## src/rtl/l2_pkg.sv

```systemverilog
// Shared definitions for the L2 miss handler: entry layout, sequencer states
// and the address slicing used to index and tag the L2 array.
package l2_pkg;

   localparam int L2_ADDR_W  = 32;
   localparam int L2_INDEX_W = 10;
   localparam int L2_TAG_W   = 18;
   localparam int VALID_BIT  = L2_TAG_W + 1;
   localparam int DIRTY_BIT  = L2_TAG_W;

   typedef enum logic [2:0] {
      ST_IDLE    = 3'd0,
      ST_TAG_CHK = 3'd1,
      ST_WB_REQ  = 3'd2,
      ST_RD_REQ  = 3'd3,
      ST_RD_WAIT = 3'd4,
      ST_FILL    = 3'd5,
      ST_DONE    = 3'd6
   } l2_state_e;

   function automatic logic [L2_INDEX_W-1:0] addr_index(input logic [L2_ADDR_W-1:0] addr);
      return addr[11:2];
   endfunction

   function automatic logic [L2_TAG_W-1:0] addr_tag(input logic [L2_ADDR_W-1:0] addr);
      return addr[29:12];
   endfunction

   // Memory line address; the two top bits are outside the cached region.
   function automatic logic [L2_ADDR_W-1:0] line_addr(input logic [L2_TAG_W-1:0]   tag,
                                                      input logic [L2_INDEX_W-1:0] index);
      return {2'b00, tag, index, 2'b00};
   endfunction

endpackage

```

## src/rtl/sat_counter.sv

```systemverilog
// Event counter that sticks at all-ones instead of wrapping.
module sat_counter #(
   parameter int WIDTH = 16
) (
   input  logic             clk,
   input  logic             rst,
   input  logic             inc,
   output logic [WIDTH-1:0] count
);

   localparam logic [WIDTH-1:0] ONE_C = {{(WIDTH-1){1'b0}}, 1'b1};
   localparam logic [WIDTH-1:0] MAX_C = {WIDTH{1'b1}};

   // count events until saturation
   always_ff @(posedge clk) begin
      if (rst) begin
         count <= {WIDTH{1'b0}};
      end else if (inc && (count != MAX_C)) begin
         count <= count + ONE_C;
      end else begin
         count <= count;
      end
   end

endmodule

```

## src/rtl/l2_miss_handler.sv

```systemverilog
// Sequencer between the L2 array and main memory: tag check, dirty-victim
// writeback, line refill, fill strobe and completion pulse, plus event counters.
module l2_miss_handler
   import l2_pkg::*;
#(
   parameter int ADDR_W  = L2_ADDR_W,
   parameter int DATA_W  = 64,
   parameter int INDEX_W = L2_INDEX_W,
   parameter int TAG_W   = L2_TAG_W,
   parameter int CNT_W   = 16
) (
   input  logic               clk,
   input  logic               rst,
   input  logic               req_valid,
   output logic               req_ready,
   input  logic [ADDR_W-1:0]  req_addr,
   output logic               resp_valid,
   output logic               resp_hit,
   output logic [INDEX_W-1:0] l2_index,
   input  logic [TAG_W+1:0]   l2_entry,
   input  logic [DATA_W-1:0]  l2_data,
   output logic               fill_we,
   output logic [TAG_W+1:0]   fill_entry,
   output logic [DATA_W-1:0]  fill_data,
   output logic               mem_req_valid,
   output logic               mem_req_we,
   output logic [ADDR_W-1:0]  mem_req_addr,
   output logic [DATA_W-1:0]  mem_wdata,
   input  logic               mem_req_ready,
   input  logic               mem_rvalid,
   input  logic [DATA_W-1:0]  mem_rdata,
   output logic [CNT_W-1:0]   hit_cnt,
   output logic [CNT_W-1:0]   miss_cnt,
   output logic [CNT_W-1:0]   wb_cnt
);

   l2_state_e          state_r;
   logic [TAG_W-1:0]   tag_r;
   logic [INDEX_W-1:0] l2_index_r;
   logic               req_ready_r;
   logic               resp_valid_r;
   logic               resp_hit_r;
   logic               fill_we_r;
   logic [TAG_W+1:0]   fill_entry_r;
   logic [DATA_W-1:0]  fill_data_r;
   logic               mem_req_valid_r;
   logic               mem_req_we_r;
   logic [ADDR_W-1:0]  mem_req_addr_r;
   logic [DATA_W-1:0]  mem_wdata_r;

   logic hit_s;
   logic dirty_victim_s;
   logic hit_inc_s;
   logic miss_inc_s;
   logic wb_inc_s;

   assign hit_s          = l2_entry[VALID_BIT] && (l2_entry[TAG_W-1:0] == tag_r);
   assign dirty_victim_s = l2_entry[VALID_BIT] && l2_entry[DIRTY_BIT] && !hit_s;
   assign hit_inc_s      = (state_r == ST_TAG_CHK) && hit_s;
   assign miss_inc_s     = (state_r == ST_TAG_CHK) && !hit_s;
   assign wb_inc_s       = (state_r == ST_WB_REQ) && mem_req_ready;

   assign req_ready     = req_ready_r;
   assign resp_valid    = resp_valid_r;
   assign resp_hit      = resp_hit_r;
   assign l2_index      = l2_index_r;
   assign fill_we       = fill_we_r;
   assign fill_entry    = fill_entry_r;
   assign fill_data     = fill_data_r;
   assign mem_req_valid = mem_req_valid_r;
   assign mem_req_we    = mem_req_we_r;
   assign mem_req_addr  = mem_req_addr_r;
   assign mem_wdata     = mem_wdata_r;

   sat_counter #(.WIDTH(CNT_W)) u_hit_cnt  (.clk(clk), .rst(rst), .inc(hit_inc_s),  .count(hit_cnt));
   sat_counter #(.WIDTH(CNT_W)) u_miss_cnt (.clk(clk), .rst(rst), .inc(miss_inc_s), .count(miss_cnt));
   sat_counter #(.WIDTH(CNT_W)) u_wb_cnt   (.clk(clk), .rst(rst), .inc(wb_inc_s),   .count(wb_cnt));

   // sequencer state and all registered outputs
   always_ff @(posedge clk) begin
      if (rst) begin
         state_r         <= ST_IDLE;
         tag_r           <= {TAG_W{1'b0}};
         l2_index_r      <= {INDEX_W{1'b0}};
         req_ready_r     <= 1'b0;
         resp_valid_r    <= 1'b0;
         resp_hit_r      <= 1'b0;
         fill_we_r       <= 1'b0;
         fill_entry_r    <= {(TAG_W+2){1'b0}};
         fill_data_r     <= {DATA_W{1'b0}};
         mem_req_valid_r <= 1'b0;
         mem_req_we_r    <= 1'b0;
         mem_req_addr_r  <= {ADDR_W{1'b0}};
         mem_wdata_r     <= {DATA_W{1'b0}};
      end else begin
         resp_valid_r <= 1'b0;
         fill_we_r    <= 1'b0;
         case (state_r)
            ST_IDLE: begin
               // ready rises one cycle after reset so the first accept is clean
               if (req_ready_r && req_valid) begin
                  tag_r       <= addr_tag(req_addr);
                  l2_index_r  <= addr_index(req_addr);
                  req_ready_r <= 1'b0;
                  state_r     <= ST_TAG_CHK;
               end else begin
                  req_ready_r <= 1'b1;
               end
            end
            ST_TAG_CHK: begin
               resp_hit_r <= hit_s;
               if (hit_s) begin
                  resp_valid_r <= 1'b1;
                  state_r      <= ST_DONE;
               end else if (dirty_victim_s) begin
                  mem_req_valid_r <= 1'b1;
                  mem_req_we_r    <= 1'b1;
                  mem_req_addr_r  <= line_addr(l2_entry[TAG_W-1:0], l2_index_r);
                  mem_wdata_r     <= l2_data;
                  state_r         <= ST_WB_REQ;
               end else begin
                  mem_req_valid_r <= 1'b1;
                  mem_req_we_r    <= 1'b0;
                  mem_req_addr_r  <= line_addr(tag_r, l2_index_r);
                  state_r         <= ST_RD_REQ;
               end
            end
            ST_WB_REQ: begin
               // valid stays high straight into the read request
               if (mem_req_ready) begin
                  mem_req_we_r   <= 1'b0;
                  mem_req_addr_r <= line_addr(tag_r, l2_index_r);
                  state_r        <= ST_RD_REQ;
               end else begin
                  state_r <= ST_WB_REQ;
               end
            end
            ST_RD_REQ: begin
               if (mem_req_ready) begin
                  mem_req_valid_r <= 1'b0;
                  state_r         <= ST_RD_WAIT;
               end else begin
                  state_r <= ST_RD_REQ;
               end
            end
            ST_RD_WAIT: begin
               if (mem_rvalid) begin
                  fill_data_r  <= mem_rdata;
                  fill_entry_r <= {1'b1, 1'b0, tag_r};
                  fill_we_r    <= 1'b1;
                  state_r      <= ST_FILL;
               end else begin
                  state_r <= ST_RD_WAIT;
               end
            end
            ST_FILL: begin
               resp_valid_r <= 1'b1;
               state_r      <= ST_DONE;
            end
            ST_DONE: begin
               req_ready_r <= 1'b1;
               state_r     <= ST_IDLE;
            end
            default: begin
               mem_req_valid_r <= 1'b0;
               req_ready_r     <= 1'b0;
               state_r         <= ST_IDLE;
            end
         endcase
      end
   end

endmodule

```

## config.mk

```make
export PLATFORM = sky130hd
export DESIGN_NAME = l2_miss_handler
export DESIGN_NICKNAME = d
export VERILOG_FILES = /design/src/rtl/l2_pkg.sv /design/src/rtl/sat_counter.sv /design/src/rtl/l2_miss_handler.sv
export SDC_FILE = /design/constraint.sdc
export NUM_CORES = 1
export LEC_CHECK = 0
export CAP_MARGIN = 0
export CORE_AREA = 2 2 166 168
export CTS_BUF_LIST = sky130_fd_sc_hd__clkbuf_4
export DETAILED_ROUTE_END_ITERATION = 7
export DIE_AREA = 0 0 168 170
export MAX_ROUTING_LAYER = met4
export PLACE_DENSITY = 0.85
export SETUP_SLACK_MARGIN = 0.15
export SLEW_MARGIN = 20
export SYNTH_ARGS = -nofsm -noshare
export SYNTH_HDL_FRONTEND = slang
export SYNTH_HIERARCHICAL = 1
export SYNTH_SLANG_ARGS = --single-unit
```

## constraint.sdc

```tcl
create_clock -name clk -period 6.8 [get_ports clk]
set_input_delay 1.36 -clock clk [delete_from_list [all_inputs] [get_ports clk]]
set_output_delay 1.36 -clock clk [all_outputs]
set_load 0.01 [all_outputs]
```

# == Word-level counts from Yosys, hierarchy flattened ==
# Cells that the tools add are included.
# word_totals
ff_bits,264
out_inout_bits,244
in_bits,185
word_cells,79
# op_classes
n_eq_ne,14
n_addsub,3
bitwise_logic,3
reduce_logical,21
n_mux,22
# ops
cell,n
two-way mux 32 bit,2
one-hot mux 32 bit (2 select lines),1
"adder 16 x 1 -> 16 bit, second input constant",3
"inequality test 16 bit, second input constant",3
two-way mux 30 bit,1
== test 18 bit,1
one-hot mux 3 bit (6 select lines),1
logical AND 1 bit,10
two-way mux 1 bit,10
OR reduction 5 bit,2
"== test 3 bit, second input constant",3
two-way mux 3 bit,3
AND reduction 3 bit,3
"inequality test 2 bit, second input constant",4
"== test 3 x 2 -> 1 bit, second input constant",2
one-hot mux 1 bit (3 select lines),2
one-hot mux 1 bit (2 select lines),2
AND reduction 2 bit,2
"== test 3 x 1 -> 1 bit, second input constant",1
logical NOT 3 bit,1
inverter 1 bit,3
nonzero test 2 bit,1
OR reduction 2 bit,1
logical NOT 1 bit,1

# == Longest topological paths before layout ==
# Gate-level depths: netlist of the first run.
# depth
word_depth,7
ltp_mapped,10
mapped_depth_nobuf,9

# == Modules after synthesis ==
# Netlist of the first run, hierarchy kept.
# by_module_without_submodules
mod,instances,cells_per_inst,seq_area_each_um2,area_per_inst_um2
l2_miss_handler,1,942,4244.1,8101.5
sat_counter,3,99,320.3,848.3

# == Least setup slack after synthesis of the first run ==
# No wires, ideal clock.
# synth_path
path_type,input-to-reg
startpoint,in mem_req_ready
endpoint,reg u_wb_cnt.count[7]
setup_ps,70
n_path_buf,3
slack_ps,3475
stages,9
arrival_time_ps,3254
required_ps,6730
cell_sequence,nand3b_1 > nand2b_1 > inv_1 > clkbuf_1 > clkbuf_1 > nand2_1 > clkbuf_1 > or4_1 > a21oi_1
# synth_between
elab_chain_len,2
# synth_rtl
element,line_no,source
"start, declared",l2_miss_handler.sv:29,"input logic mem_req_ready,"
logical AND 1 bit,l2_miss_handler.sv:61,assign wb_inc_s = (state_r == ST_WB_REQ) && mem_req_ready;
named net wb_inc_s,l2_miss_handler.sv:55,logic wb_inc_s;
logical AND 1 bit,sat_counter.sv:18,end else if (inc && (count != MAX_C)) begin
"end signal, assigned",sat_counter.sv:17,count <= {WIDTH{1'b0}};
"end signal, assigned",sat_counter.sv:19,count <= count + ONE_C;
"end signal, assigned",sat_counter.sv:21,count <= count;
"end, declared",sat_counter.sv:8,output logic [WIDTH-1:0] count
# The timed path passes the listed nets, and every way through them passes these cells.
# A chain may end at the register's enable or synchronous reset.

# == Worst setup path in the final report of the first run ==
# layout_path
startpoint,in l2_entry[11]
endpoint,reg u_miss_cnt.count[11]
# layout_between
elab_chain_len,5
# layout_rtl
element,line_no,source
"start, declared",l2_miss_handler.sv:20,"input logic [TAG_W+1:0] l2_entry,"
== test 18 bit,l2_miss_handler.sv:57,assign hit_s = l2_entry[VALID_BIT] && (l2_entry[TAG_W-1:0] == tag_r);
logical AND 1 bit,l2_miss_handler.sv:57,
logical NOT 1 bit,l2_miss_handler.sv:60,assign miss_inc_s = (state_r == ST_TAG_CHK) && !hit_s;
logical AND 1 bit,l2_miss_handler.sv:60,
logical AND 1 bit,sat_counter.sv:18,
"end signal, assigned",sat_counter.sv:17,
"end signal, assigned",sat_counter.sv:19,
"end signal, assigned",sat_counter.sv:21,
"end, declared",sat_counter.sv:8,
# Every way passes these cells.

==> reports/qor.csv, run 1 <==
metric,value,unit
cts_resized,0,
hold_class,reg2reg,
worstSkewPairLatency,0.68,ns
mostFrequentLayoutCells,"clkdlybuf4s50_1 (418), dfxtp_1 (260), nand2_1 (247)",
peakVddDrop,0.0001386,V
h-tree-depth,3,
drt_pre_antenna_iters,6,
post-route-min-period,4.018,ns
dp_hpwl,24770,um
drt-wirelength-per-cell,17.39,um
p_leak,5.310,nW
status,finished clean,
grt_max_degree,166,
cts_tree,built,
final_layout_size_suffix_gt1_share,8.905,%
layout_commonest_cell,clkdlybuf4s50_1,
power_density,240.9,nW/um^2
cpPeakStageDelay,0.61,ns
die-area,28560,um^2
grt_use_total,24.41,%
nets,1844,
reg2regPathDepth,7,
cp_slowest_cell,inv_2,
drv_slew,0,
coreArea,26650,um^2
clock_path_buffers,3,
grt.overflow.total,0,
p_seq_share,44.2,%
root_buffer,clkbuf_4,
die_w,168,um
switching_share,29.05,%
whs_endpoint,fill_data[61],
drtIter0Drc,806,
tightest_slew,1.127,ns
pwr-share-clk,36.8,%
path_max_fanout,36,
post-route-util,59.59,%
first_global_vias,10590,
ioPinCount,429,
worstPathCellList,clkdlybuf4s50_1 > xor2_1 > nand3b_1 > nor4b_2 > a21o_1 > inv_2 > nand2_1 > nor4bb_1 > mux2_2,
critPathKind,in2reg,
viasPerCell,5.302,
syn_area,10650,um^2
grt_pass1_wl,54430,um
avgSynthCellArea,8.593,um^2
hold_buffers,0,
synth_flop_cell,dfxtp_1,
power.switching,0.001111,W
ys_warn_count,6,
timing.rr.end,u_miss_cnt/count[11],
antenna_found_initial,4,
rsz0062_at_grt,false,
fmax,248.9,MHz
rows,60,
syn2layout_area_growth,49.17,%
finalSetupViolCount,0,
cts_buffers,74,
endpoint_kind,flop,
fin_tns_setup,0,ns
hold_violations,0,
yosysUniqueCellTypes,53,
period_share,59.09,%
drv_cap,0,
startpoint_type,input port,
timing.rr.start,state_r[0],
required,7.33,ns
clk_pin_slew,0.06,ns
cts_setup_buffers,0,
wl,35700,um
yosysSeqAreaShare,48.89,%
vias,10890,
min_path_cells,2,
hold_start,fill_data[61],
ys_ff_latch,260,
final_antenna_net_count,0,
arrival,4.55,ns
async_flop_share,0,%
io_buffers,419,
fp.dieH,170,um
synthesis.instances,1239,
relSlewSlack,24.89,%
synth_edf_count,0,
post-route-drc-count,0,
initial_core_util,39.95,%
place.gp.congestion,0.8846,
rrSetupSlack,3.43,ns
clock_skew,0.05960,ns
internal_power,0.002715,W
cts_num_sinks,260,
power_frac_comb,19.0,%
critical path, delay by kind of cell:
kind / cells / cell delay [ns]
and+or+nand+nor: 4 / 1.05
buffers and inverters: 2 / 1.13
AOI/OAI and AO/OA: 1 / 0.37
muxes: 1 / 0.37
xor gates and xnor gates: 1 / 0.26
cells in the mapped netlist, types with 14 or more instances:
cell | count | area share, %
clkbuf_1 | 58 | 2.0
dfxtp_1 | 260 | 49
xnor2_1 | 21 | 1.7
mux2i_1 | 67 | 6.3
nand2_1 | 247 | 8.7
nand4_1 | 17 | 1.0
a21oi_1 | 153 | 7.2
o21ai_0 | 16 | 0.75
nor3_1 | 32 | 1.5
nor2_1 | 96 | 3.4
o21ai_1 | 28 | 1.3
or4_1 | 22 | 1.6
inv_1 | 14 | 0.49
nand3_1 | 46 | 2.2
o31ai_1 | 19 | 1.3
per-layer routing:
| layer | part of all wire [%] | track usage [%] | wire length [um] |
|---|---|---|---|
| met1 | 40 | 27.49 | 14110 |
| met2 | 48 | 39.35 | 17140 |
| met3 | 7.9 | 7.581 | 2804 |
| met4 | 4.6 | 12.29 | 1653 |
| met5 | 0 | - | 0 |
worst max-delay path by stage:
stage	from	end	slack [ns]
2_1_floorplan	mem_req_ready	u_wb_cnt/count[7]	3.48
3_3_place_gp	l2_entry[11]	u_miss_cnt/count[11]	2.25
3_5_place_dp	l2_entry[11]	u_miss_cnt/count[11]	2.18
4_1_cts	l2_entry[11]	u_miss_cnt/count[11]	2.89
5_1_grt	l2_entry[11]	u_miss_cnt/count[11]	2.71
6_report	l2_entry[11]	u_miss_cnt/count[11]	2.78
area by class of cell:
class | instances | area [um^2]
clock inverter | 23 | 131.4
fill | 2193 | 10770
tap | 341 | 426.7
clock buffer | 104 | 780.7
antenna | 5 | 12.51
sequential | 260 | 5205
timing repair buffer | 426 | 4270
inverter | 16 | 60.06
multi-input combinational | 878 | 4995
kinds of logic after synthesis:
kind of cell,share of synthesized area (%)
buf+inv,4.525
compound gates,14.14
fa+ha+maj,0.3526
flops,48.89
other cells,0.03522
simple gates,23.47
xor+xnor,1.974
mux,6.616
power by group through the flow:
stage                     Sequential (W)  Clock (W)  Combinational (W)
after floorplan                  0.00174          0           0.000351
final                            0.00169    0.00141           0.000727
after CTS                        0.00169    0.00145           0.000725
after global routing             0.00170    0.00153           0.000780
after global placement           0.00172          0           0.000707
after detailed placement         0.00172          0           0.000721
through the flow:
stage	hold WS (ns)	area (um^2)	setup WS, ns	power (W)	std cells
6_report	0.4511	15880	2.782	0.003826	2053
5_1_grt	0.4712	15880	2.711	0.004016	2052
4_1_cts	0.4546	15840	2.887	0.003868	2047
3_5_place_dp	0.4462	14930	2.176	0.002445	1920
3_3_place_gp	0.4402	14930	2.250	0.002426	1920
2_1_floorplan	0.4676	10660	3.475	0.002088	1243
registers in the layout, summed over array words and instances (netlist names):
register and cells:
fill_data 64, mem_wdata 64, mem_req_addr 28, fill_entry 19, tag_r 18, u_hit_cnt/count 16
u_miss_cnt/count 16, u_wb_cnt/count 16, l2_index 10, state_r 3, fill_we 1, mem_req_valid 1
mem_req_we 1, req_ready 1, resp_hit 1, resp_valid 1
Note: power is estimated with default switching activity, not from simulation.
==> inputs of run 2 (changes only) <==
- CORE_AREA: 2 2 166 168 -> 2 2 167 169
- DIE_AREA: 0 0 168 170 -> 0 0 169 171
- PLACE_DENSITY: 0.85 -> 0.87
- clock period: 6.8 -> 3.29 ns (I/O delays scaled with it)
==> run 2 against run 1 <==
Against the previous run: total power rose by 110%; global-route usage fell by 0.13 points; sequential cell count did not move; count of clock-buffer cells in the layout rose by 1; clock skew rose by 0.013 ns; critical path type unchanged; critical endpoint is now u_hit_cnt/count[7].
==> reports/qor.csv, run 2 (synthesis results as in run 1) <==
metric,value,unit
grtUsageMet1,27.67,%
rows,61,
mostFrequentLayoutCells,"clkdlybuf4s50_1 (418), dfxtp_1 (260), nand2_1 (247)",
startpoint_type,input port,
initial_core_util,38.96,%
final_layout_size_suffix_gt1_share,9.988,%
die-area,28900,um^2
pwr-share-clk,37.7,%
first_global_vias,10430,
switching_share,29.30,%
antenna_found_initial,5,
root_buffer,clkbuf_4,
grt_use_total,24.27,%
grt_busiest_layer,met2,
grt.overflow.total,0,
required,3.85,ns
power.switching,0.002377,W
stdcell_count,2073,
cpPeakStageDelay,0.48,ns
path_max_fanout,6,
drv_cap,0,
status,finished clean,
hold_buffers,0,
arrival,3.24,ns
dp_hpwl,25490,um
rrSetupSlack,0.64,ns
ioPinCount,429,
h-tree-depth,3,
fp.dieH,171,um
clock_skew,0.07289,ns
cts_buffers,73,
place.gp.congestion,0.8943,
fin_tns_setup,0,ns
worstSkewPairLatency,0.70,ns
period_share,81.52,%
p_leak,5.438,nW
cp_slowest_cell,or4_1,
cts_num_sinks,260,
tightest_slew,0.9080,ns
relSlewSlack,39.29,%
peakVddDrop,0.0002938,V
post-route-util,58.97,%
fmax,372.9,MHz
clk_pin_slew,0.06,ns
cts_resized,0,
p_seq_share,43.1,%
cts_setup_buffers,0,
critPathKind,in2reg,
syn2layout_area_growth,51.33,%
viasPerCell,5.281,
power_frac_comb,19.1,%
layout_commonest_cell,clkdlybuf4s50_1,
drv_slew,0,
endpoint_kind,flop,
hold_violations,0,
wl,36380,um
internal_power,0.005736,W
drt-wirelength-per-cell,17.55,um
postLayoutCellArea,16110,um^2
post-route-drc-count,0,
cpMostUsedCell,buf_4,
placed_area,15160,um^2
final_antenna_net_count,0,
hold_class,reg2reg,
power_density,503.6,nW/um^2
die_w,169,um
coreArea,27320,um^2
cts_tree,built,
clock_path_buffers,3,
whs,0.4529,ns
drt_pre_antenna_iters,5,
worstPathCellList,clkdlybuf4s50_1 > xnor2_1 > nand4_1 > nor4_1 > buf_4 > and3_1 > nand2_1 > buf_4 > or4_1 > a21oi_1,
grt_pass1_wl,54190,um
io_buffers,419,
grt_use_met3,8.235,%
met2_usage,38.29,%
drtIter0Drc,773,
grt_max_degree,108,
vias,10950,
rsz0062_at_grt,false,
nets,1860,
finalSetupViolCount,0,
dpl.cell_count,1943,
post-route-min-period,2.682,ns
-- run 2: cell count changes in the layout (fill, tap and decap cells not counted) --
cell / previous run / this run
nor2_1: 95 / 96
clkbuf_4: 104 / 105
clkinvlp_4: 2 / 1
buf_4: 6 / 17
and4_4: 0 / 1
buf_16: 1 / 0
clkinv_2: 1 / 2
nor2_2: 1 / 0
clkinv_1: 17 / 11
inv_6: 0 / 2
bufinv_16: 1 / 2
and4_2: 1 / 0
buf_12: 0 / 7
-- run 2: final timing paths --
path,start,endpoint,cells past startpoint
setup / recovery,l2_entry[12],u_hit_cnt/count[7],10
hold / removal,fill_data[20],fill_data[20],2
setup reg to reg,tag_r[12],u_hit_cnt/count[7],9
hold reg to reg,fill_data[20],fill_data[20],2
-- run 2: per-stage QoR --
stage	power (W)	setup WS, ns
after floorplan	0.004316	0.6671
after global placement	0.005071	0.02056
after detailed placement	0.005110	0.02410
after CTS	0.008220	0.6751
after global routing	0.008506	0.4822
final	0.008114	0.6080
-- run 2: power by group through the flow --
stage	registers, W	clock network [W]	logic [W]
global route	0.00352	0.00332	0.00166
global placement	0.00356	0	0.00152
finish	0.00350	0.00306	0.00155
detailed placement	0.00357	0	0.00154
CTS	0.00350	0.00317	0.00155
floorplan	0.00359	0	0.000725
-- run 2: area by class of cell --
| class | instances | area [um^2] |
|---|---|---|
| multi-input combinational | 878 | 4994 |
| tap | 346 | 432.9 |
| sequential | 260 | 5205 |
| antenna | 5 | 12.51 |
| inverter | 16 | 60.06 |
| fill | 2290 | 11210 |
| clock buffer | 105 | 788.3 |
| clock inverter | 20 | 153.9 |
| timing repair buffer | 443 | 4466 |
-- run 2: critical path, delay by kind of cell --
family	cells	cell delay [ns]
xor+xnor	1	0.35
buf+inv	3	0.79
simple gates	5	1.29
compound gates	1	0.15
-- run 2: layer usage --
layer,vias up,share of wire (%),wire (um)
li1,5242,-,-
met3,107,9.1,3304
met2,484,47,17190
met5,-,0,0
met1,5115,39,14360
met4,0,4.2,1528
==> inputs of run 3 (changes only) <==
- clock period: 3.29 -> 2.3 ns (I/O delays scaled with it)
==> run 3 against run 2 <==
Against the previous run: the run now ends with setup timing left; sequential share of layout area fell by 1.9 points; clock skew fell by 0.015 ns; critical path depth fell by 1; count of clock-buffer cells in the layout fell by 5; worst hold slack got worse by 0.13 ns; die area did not move; combinational power rose by 83%; critical endpoint is now u_hit_cnt/count[9].
==> reports/qor.csv, run 3 (synthesis results as in run 1) <==
metric,value,unit
status,"finished, violations left",
violations,setup timing,
hold_class,in2reg,
rows,61,
path_max_fanout,5,
pwr-share-clk,35.1,%
finalSetupViolCount,3,
wl,39420,um
worstSkewPairLatency,0.68,ns
grt_pass1_wl,58130,um
power_frac_comb,23.5,%
layout_commonest_cell,clkdlybuf4s50_1,
h-tree-depth,3,
cp_slowest_cell,clkdlybuf4s50_1,
post-route-min-period,2.327,ns
post-route-drc-count,0,
endpoint_kind,flop,
nets,1930,
first_global_vias,11200,
drv_slew,0,
die-area,28900,um^2
drt_pre_antenna_iters,5,
power_density,699.5,nW/um^2
placed_area,15750,um^2
worstPathCellList,clkdlybuf4s50_1 > xnor2_4 > nand4_1 > nor4_4 > and3_4 > nand2_4 > buf_6 > or4_4 > a21oi_2,
fp.dieH,171,um
place.gp.congestion,0.8812,
required,2.86,ns
coreArea,27320,um^2
vias,11520,
peakVddDrop,0.0004529,V
power.switching,0.003562,W
initial_core_util,38.96,%
postLayoutCellArea,17290,um^2
fill_cells,2094,
grt_use_total,25.88,%
cts_num_sinks,260,
grt_max_degree,71,
reg2regPathDepth,8,
io_buffers,419,
internal_power,0.008531,W
final_layout_size_suffix_gt1_share,19.00,%
min_path_cells,2,
clock_path_buffers,3,
mostFrequentLayoutCells,"clkdlybuf4s50_1 (377), nand2_1 (245), dfxtp_1 (222)",
fin_ws,-0.02735,ns
syn2layout_area_growth,62.38,%
switching_share,29.46,%
relSlewSlack,58.46,%
die_w,169,um
drtIter0Drc,780,
dp_hpwl,26840,um
final_antenna_net_count,0,
detailedPlace.worstSlack,-0.5988,ns
viasPerCell,5.394,
p_leak,6.557,nW
cts_tree,built,
grt.overflow.total,0,
ioPinCount,429,
startpoint_type,input port,
root_buffer,clkbuf_4,
fin_tns_setup,-0.06070,ns
fmax,429.7,MHz
critPathKind,in2reg,
clock_skew,0.05826,ns
tightest_slew,0.6150,ns
antenna_found_initial,5,
hold_violations,0,
arrival,2.89,ns
drv_cap,0,
period_share,101.2,%
rsz0062_at_grt,true,
clk_pin_slew,0.06,ns
cts_buffers,72,
cpPeakStageDelay,0.53,ns
drt-wirelength-per-cell,18.47,um
p_seq_share,41.4,%
[run 3: cell types whose count changed in the layout (fill, tap and decap cells not counted), moves of 14 or more]
cell,previous run,this run
xnor2_1,21,7
buf_4,17,67
nor3_1,32,14
dlygate4sd2_1,0,14
dfxtp_2,0,37
dlymetal6s2s_1,0,27
dfxtp_1,260,222
clkdlybuf4s50_1,418,377
[run 3: cell type report]
class | instances | area (um^2) | share of cell area (%)
timing repair buffer | 514 | 5182 | 29.98
antenna | 5 | 12.51 | 0.07237
inverter | 16 | 65.06 | 0.3763
sequential | 260 | 5255 | 30.40
clock inverter | 16 | 142.6 | 0.8251
tap | 346 | 432.9 | 2.504
clock buffer | 100 | 750.7 | 4.342
multi-input combinational | 878 | 5446 | 31.50
[run 3: worst max-delay path, delay by kind of cell]
| kind | cells | cell delay [ns] |
|---|---|---|
| xor+xnor | 1 | 0.25 |
| simple gates | 5 | 1.37 |
| compound gates | 1 | 0.14 |
| buf+inv | 2 | 0.65 |
[run 3: final timing paths]
| path | end | startpoint | slack [ns] |
|---|---|---|---|
| setup / recovery | u_hit_cnt/count[9] | l2_entry[0] | -0.03 |
| hold / removal | u_wb_cnt/count[4] | rst | 0.33 |
| setup reg to reg | u_hit_cnt/count[9] | tag_r[0] | -0.01 |
| hold reg to reg | fill_data[40] | fill_data[40] | 0.45 |
[run 3: stage by stage]
| stage | total power, W | hold WS, ns | std cells | utilization (%) |
|---|---|---|---|---|
| floorplan | 0.006203 | 0.4676 | 1243 | - |
| global placement | 0.007462 | 0.4404 | 2003 | 57.63 |
| detailed placement | 0.007544 | 0.4483 | 2003 | 57.63 |
| CTS | 0.01184 | 0.2573 | 2123 | 61.47 |
| global route | 0.01261 | 0.2914 | 2135 | 63.27 |
| finish | 0.01209 | 0.3251 | 2135 | 63.27 |
[run 3: power by group through the flow]
stage	Combinational, W	Sequential [W]	Clock (W)
finish	0.00284	0.00500	0.00425
global route	0.00299	0.00503	0.00458
CTS	0.00252	0.00497	0.00436
detailed placement	0.00249	0.00506	0
global placement	0.00242	0.00504	0
floorplan	0.00106	0.00514	0
[run 3: what timing repair did]
| item | in CTS | in global routing |
|---|---|---|
| hold buffers | 0 | 0 |
| buffers inserted | 4 | 6 |
| cloned | 0 | 1 |
| pin swaps | 17 | 32 |
| gates resized for setup | 64 | 111 |
| setup endpoints to repair | 85 | 100 |
[run 3: routing by layer]
metal  global-route usage (%)  up-vias  part of all wire (%)
met5                        -        -                     0
met4                    11.59        0                   4.4
met3                    7.749      128                   8.1
met2                    43.16      545                    50
met1                    28.76     5496                    38
li1                         -     5347                     -
